==> src/rtl/tick_divider_chain_pkg.sv <==
// Shared build constants for the tick divider chain: full-rate (100 MHz) and
// sim-scale prescaler defaults, plus the default decimal stage ratio.
package tick_divider_chain_pkg;

  localparam int PRE_DIV_HW    = 100000;
  localparam int PRE_W_HW      = 17;
  localparam int PRE_DIV_SIM   = 10;
  localparam int PRE_W_SIM     = 4;
  localparam int STAGE_DIV_DEF = 10;
  localparam int STAGE_W_DEF   = 4;

endpackage

==> src/rtl/tick_stage.sv <==
// One chained divider stage: counts CE_IN pulses down and passes through
// every STAGE_DIV-th one, aligned with the incoming pulse.
module tick_stage #(
  parameter int STAGE_W   = 4,
  parameter int STAGE_DIV = 10
) (
  input  logic CLK,
  input  logic RST,
  input  logic CLR,
  input  logic CE_IN,
  output logic CE_OUT
);

  localparam logic [STAGE_W-1:0] CNT_TOP = STAGE_W'(STAGE_DIV - 1);

  logic [STAGE_W-1:0] cnt_q;

  always_ff @(posedge CLK or posedge RST) begin
    if (RST) begin
      cnt_q <= CNT_TOP;
    end else if (CLR) begin
      cnt_q <= CNT_TOP;
    end else if (CE_IN) begin
      cnt_q <= (cnt_q == '0) ? CNT_TOP : cnt_q - STAGE_W'(1);
    end
  end

  assign CE_OUT = CE_IN & (cnt_q == '0);

endmodule

==> src/rtl/tick_divider_chain.sv <==
// Clock-enable generator: reloadable prescaler feeding a chain of tick_stage
// dividers; every CE output is a single-cycle pulse on CLK.
module tick_divider_chain
  import tick_divider_chain_pkg::*;
#(
  parameter int PRE_DIV   = PRE_DIV_HW,
  parameter int PRE_W     = PRE_W_HW,
  parameter int STAGES    = 3,
  parameter int STAGE_DIV = STAGE_DIV_DEF,
  parameter int STAGE_W   = STAGE_W_DEF
) (
  input  logic             CLK,
  input  logic             RST,
  input  logic             EN,
  input  logic             CLR,
  input  logic             LD,
  input  logic [PRE_W-1:0] PRE_VAL,
  output logic [STAGES:0]  CE
);

  localparam logic [PRE_W-1:0] PRE_RST = PRE_W'(PRE_DIV - 1);

  logic [PRE_W-1:0] reload_q;
  logic [PRE_W-1:0] pre_cnt_q;

  // Reload value changes never disturb the running count.
  always_ff @(posedge CLK or posedge RST) begin
    if (RST) begin
      reload_q <= PRE_RST;
    end else if (LD) begin
      reload_q <= PRE_VAL;
    end
  end

  // A restart coinciding with a load takes the new value straight away.
  always_ff @(posedge CLK or posedge RST) begin
    if (RST) begin
      pre_cnt_q <= PRE_RST;
    end else if (CLR) begin
      pre_cnt_q <= LD ? PRE_VAL : reload_q;
    end else if (EN) begin
      pre_cnt_q <= (pre_cnt_q == '0) ? reload_q : pre_cnt_q - PRE_W'(1);
    end
  end

  assign CE[0] = EN & ~CLR & (pre_cnt_q == '0);

  genvar k;
  generate
    for (k = 1; k <= STAGES; k++) begin : g_stage
      tick_stage #(
        .STAGE_W   (STAGE_W),
        .STAGE_DIV (STAGE_DIV)
      ) u_stage (
        .CLK    (CLK),
        .RST    (RST),
        .CLR    (CLR),
        .CE_IN  (CE[k-1]),
        .CE_OUT (CE[k])
      );
    end
  endgenerate

endmodule

==> config.mk <==
export PLATFORM = sky130hd
export DESIGN_NAME = tick_divider_chain
export DESIGN_NICKNAME = d
export VERILOG_FILES = /design/src/rtl/tick_divider_chain_pkg.sv /design/src/rtl/tick_stage.sv /design/src/rtl/tick_divider_chain.sv
export SDC_FILE = /design/constraint.sdc
export NUM_CORES = 1
export LEC_CHECK = 0
export ABC_CLOCK_PERIOD_IN_PS = 2470
export CORE_MARGIN = 1.5
export CORE_UTILIZATION = 35
export CTS_BUF_LIST = sky130_fd_sc_hd__clkbuf_16
export CTS_CLUSTER_DIAMETER = 120
export DETAILED_ROUTE_END_ITERATION = 8
export HOLD_SLACK_MARGIN = 0.08
export PLACE_DENSITY = 0.63
export SLEW_MARGIN = 10
export SYNTH_ARGS = -nofsm -noshare
export SYNTH_HDL_FRONTEND = slang
export SYNTH_SLANG_ARGS = --single-unit
==> constraint.sdc <==
create_clock -name CLK -period 2.47 [get_ports CLK]
set_input_delay 0.741 -clock CLK [delete_from_list [all_inputs] [get_ports CLK]]
set_output_delay 0.741 -clock CLK [all_outputs]
set_load 0.005 [all_outputs]
# Word-level counts from Yosys, hierarchy flattened
# Index checks and enable logic that the tools add are counted.
# totals
ff_bits	46
output_inout_bits	4
word_cells	36
# op_classes
n_addsub	4
mux	13
bitwise_logic	6
reduce_logical	8
# ops
operator	count
$mux 17	4
$mux 4	9
$logic_not 17->1	1
$sub 17x1->17 const B	1
$logic_not 4->1	3
$sub 4x1->4 const B	3
$reduce_bool 2->1	4
$and 1x1->1	5
$not 1->1	1

# Depth between registers and ports, before layout
# depth
word_depth	7
ltp_mapped	9
depth_no_buf	8

# By module
# A second synthesis with hierarchy kept.
# unflattened
hier_cells	261
area_unflattened_um2	2626.3
# by_module_without_submodules
mod	n_inst	cells_per_inst	area_each_um2
tick_divider_chain	1	201	1984.4
tick_stage	3	20	214.0

# Worst setup path after synthesis
# No wires, ideal clock.
# synth_timing
path_kind	register -> output
start	register pre_cnt_q[0]
end	output CE[3]
t_arrival_ns	1.728
path_slack_ns	0.001
stages_incl_launch_ff	9
path_buffers	1
path_cell_list	dfstp_2 inv_1 ha_1 nor4b_1 and4_4 nand3_1 inv_1 and2_1 buf_4
# synth_between
elab_chain_cells	5
# synth_lines
element	line	rtl
from (decl)	tick_divider_chain.sv:24	logic [PRE_W-1:0] pre_cnt_q;
from (signal assigned)	tick_divider_chain.sv:40	pre_cnt_q <= LD ? PRE_VAL : reload_q;
from (signal assigned)	tick_divider_chain.sv:42	pre_cnt_q <= (pre_cnt_q == '0) ? reload_q : pre_cnt_q - PRE_W'(1);
$logic_not 17->1	tick_divider_chain.sv:46	assign CE[0] = EN & ~CLR & (pre_cnt_q == '0);
$and 1x1->1	tick_divider_chain.sv:46	
$and 1x1->1 (2 in series)	tick_stage.sv:28	assign CE_OUT = CE_IN & (cnt_q == '0);
net g_stage[2].u_stage.CE_OUT	tick_stage.sv:11	output logic CE_OUT
$and 1x1->1	tick_stage.sv:28	
to (decl)	tick_divider_chain.sv:18	output logic [STAGES:0] CE
# The timed path passes the listed nets, and every way through them passes these cells.

# Worst setup path after layout
# layout_timing
start	register g_stage[2].u_stage.cnt_q[1]
end	output CE[3]
# layout_between
elab_chain_cells	3
# layout_lines
element	line	rtl
from (decl)	tick_stage.sv:16	logic [STAGE_W-1:0] cnt_q;
from (signal assigned)	tick_stage.sv:24	cnt_q <= (cnt_q == '0) ? CNT_TOP : cnt_q - STAGE_W'(1);
$logic_not 4->1	tick_stage.sv:28	
$and 1x1->1 (2 in series)	tick_stage.sv:28	
# No other way between the ends.

==> key figures <==
Status
  – Status: complete, but fails checks
  – Failing checks: negative setup slack

Timing
  – Slew Viols, Final: 0
  – Relative slew slack: 38.5%
  – Final clock skew: 5.65 ps
  – Endpoints failing hold: 0
  – Crit path time final: 2530 ps
  – Final worst slack: -57.8 ps
  – Crit share post-route: 102%
  – Worst-margin pin slew: 921 ps
  – # setup viols final: 2
  – RSZ-0062 raised after global routing: yes
  – Hold slack: 503 ps
  – Highest clock rate: 0.396 GHz

Global routing
  – First-pass GRT wire length: 11300 um
  – GRT overflow: 0
  – Initial antenna violation count: 0
  – Largest net degree at the start of global routing: 26
  – GRT Total Usage: 18.8%
  – Vias in the first global route: 2429

Place
  – Placed cell areas: 3380 um^2
  – HPWL Detailed: 4800 um
  – IO buf count: 25
  – Gpl congestion: 0.866

Floorplanning
  – Chip Width: 89.6 um
  – Die Ht: 89.6 um
  – Core ar.: 7250 um^2
  – Row count: 31
  – Die area: 8020 um^2
  – Io pins: 26
  – Initial core utilization: 36.2%

Worst setup path
  – Most frequent CP cell: inv_2
  – Crit Path Max Fanout: 3
  – Critical Setup Path Class: flop to output pin
  – Reg2Reg Setup Slack: 390 ps
  – Crit-path leading delay family: simple AND/OR/NAND/NOR gates
  – Worst EP required: 1730 ps
  – Critical path cell sequence: inv_2 > ha_4 > or3b_4 > nor2_4 > nand3_4 > inv_2 > and2_4 > buf_6
  – CP Launch Point: g_stage[2].u_stage.cnt_q[1]$_DFFE_PP0P_
  – Crit-path max cell delay: 390 ps
  – Setup crit start kind: flop
  – Setup crit end kind: output pin
  – Slowest stage cell, crit path: dfrtp_1
  – RR Endpoint: pre_cnt_q[10]$_DFFE_PP1P_
  – Critical path arrival: 1790 ps
  – Sum of buffers and inverters on the critical path: 3
  – Reg2Reg Launch Point: pre_cnt_q[0]$_DFFE_PP1P_
  – Reg2reg path depth: 8

Min path
  – End of the worst hold path: pre_cnt_q[10]$_DFFE_PP1P_
  – Worst hold path type: flop to flop
  – Hold Path Depth: 2
  – Min-delay src: reload_q[10]$_DFF_PP1_

Drt
  – DR iter-0 viols: 109
  – Wire length on met1: 3070 um
  – First-pass DRT Iterations: 4
  – Via Count: 2301
  – Metal2 WL: 3380 um
  – Metal3 WL: 237 um
  – ANT nets after route: 0
  – Via density: 5.19
  – Total wire length: 6790 um
  – DR DRC count: 0
  – Detail-routed net length per standard cell: 15.3 um
  – Max layer used: met4

Yosys
  – EDFF count, synth: 0
  – Ys flop type: dfstp_2
  – Gate Count Post-Synth: 263
  – Sequential fraction of the synthesis area: 45.1%
  – Async SR Flop Fraction: 100%
  – Synth top area cells: dfstp_2 26%, dfrtp_1 19%, mux2_2 7.3%, xnor2_1 3.3%, a21oi_1 3.2%
  – Register bit total from synthesis: 46
  – Yosys synthesis warning count: 0
  – Share of the synthesized area in the top cell type: 26.0%
  – Syn_area_per_cell: 9.97 um^2
  – Netlist Area Pre-Place: 2620 um^2
  – Yosys top cell by area: dfstp_2
  – Unique masters post-synth: 47
  – Syn Nets: 291

Job
  – Max-Cap Viols: 0

Final layout
  – Seq. cell area: 1180 um^2
  – Antenna cells: 0
  – Fillers: 696
  – Commonest non-fill, non-tap cells in the layout: 60 x buf_4, 26 x dfstp_2, 20 x dfrtp_1
  – Commonest non-fill, non-tap cell in the layout: buf_4
  – Multi-input logic area: 1410 um^2
  – P&R area growth vs syn: 39.2%
  – Layout cells sized above 1: 41.6%
  – Cell area after layout: 3650 um^2
  – Fin util: 50.3%
  – Nets: 371

Clock network
  – Root buffer cell: clkbuf_16
  – H-tree Lvls: 2
  – CTS Buf Count: 5
  – CTS Buffer Depth: 2
  – Worst skew pair latency: 290 ps
  – Clock sinks: 46
  – CTS tree: yes
  – Clock transition at the registers of the reported paths: 60 ps

Pwr
  – Pwr dens: 542 nW/um^2
  – Total power: 1.98 mW
  – Leak Pwr: 1.52 nW
  – Worst vdd ir: 0.333 mV
[synthesized netlist by cell type, drive strengths merged, types with 8 or more instances]
cell    instances
dfstp          26
dfrtp          20
nand2          20
nor2           18
a21oi          17
mux2           17
o21ai          16
and3           12
inv            11
xnor2          10
clkbuf          8
nor4            8
[cell type report]
type / count / share of cell area (%)
clock buffers: 5 / 3.43
clock inverters: 3 / 0.343
inverters: 11 / 1.20
multi-input cells: 191 / 38.7
flip-flops and latches: 46 / 32.4
well taps: 99 / 3.39
repair buffers: 88 / 20.5
[worst max-delay path by stage]
stage                       end  slack, ps  depth (start not counted)
after floorplan           CE[3]        0.5                          8
after global placement    CE[1]       -520                          7
after detailed placement  CE[3]       -530                          7
after CTS                 CE[3]        -70                          7
after global routing      CE[3]       -130                          7
final                     CE[3]        -60                          8
[metrics by stage]
step           setup slack [ps]  TNS, ps  std cells
5_1_grt                    -134     -272        443
6_report                  -57.8    -83.5        443
4_1_cts                   -65.1    -97.0        442
2_1_floorplan             0.524        0        263
3_5_place_dp               -533    -2040        429
3_3_place_gp               -525    -1990        429
[report_power, final]
part	internal, mW	switching, mW	total, mW
registers	0.852	0.0533	0.905
logic	0.232	0.191	0.423
clock network	0.366	0.283	0.650
total	1.45	0.528	1.98
[worst reg2reg max path: stages (launching register included)]
cell and delay (ps):
dfstp_2 380, inv_2 70, buf_4 110, ha_1 180
nor3b_1 380, nand2_1 120, or4_1 450, xor2_1 160
o211ai_1 160
[logic make-up after synthesis]
kind of cell | after synthesis | synth area share (%)
adders and majority gates | 6 | 2.86
and+or+nand+nor | 92 | 20.5
muxes | 18 | 7.68
AOI/OAI and AO/OA | 59 | 14.1
xor gates and xnor gates | 16 | 5.34
DFF | 46 | 45.1
buffers and inverters | 26 | 4.39
[metal layers]
metal  GRT usage [%]  up-vias
met2            32.4       39
li1                -     1111
met4            6.99        0
met5               0        -
met3            3.05        9
met1            23.6     1142
[registers in the layout, summed over array words and instances, names as in the netlist]
register               flops
g_stage.u_stage.cnt_q     12
pre_cnt_q                 17
reload_q                  17
[timing repair]
item / 4_1_cts / 5_1_grt
pin swaps: 7 / 5
endpoints found under the setup margin: 4 / 4
resized for setup: 42 / 6
hold buffers: 0 / 0
buffers inserted: 5 / 1
Note: power is estimated with default switching activity, not from simulation.
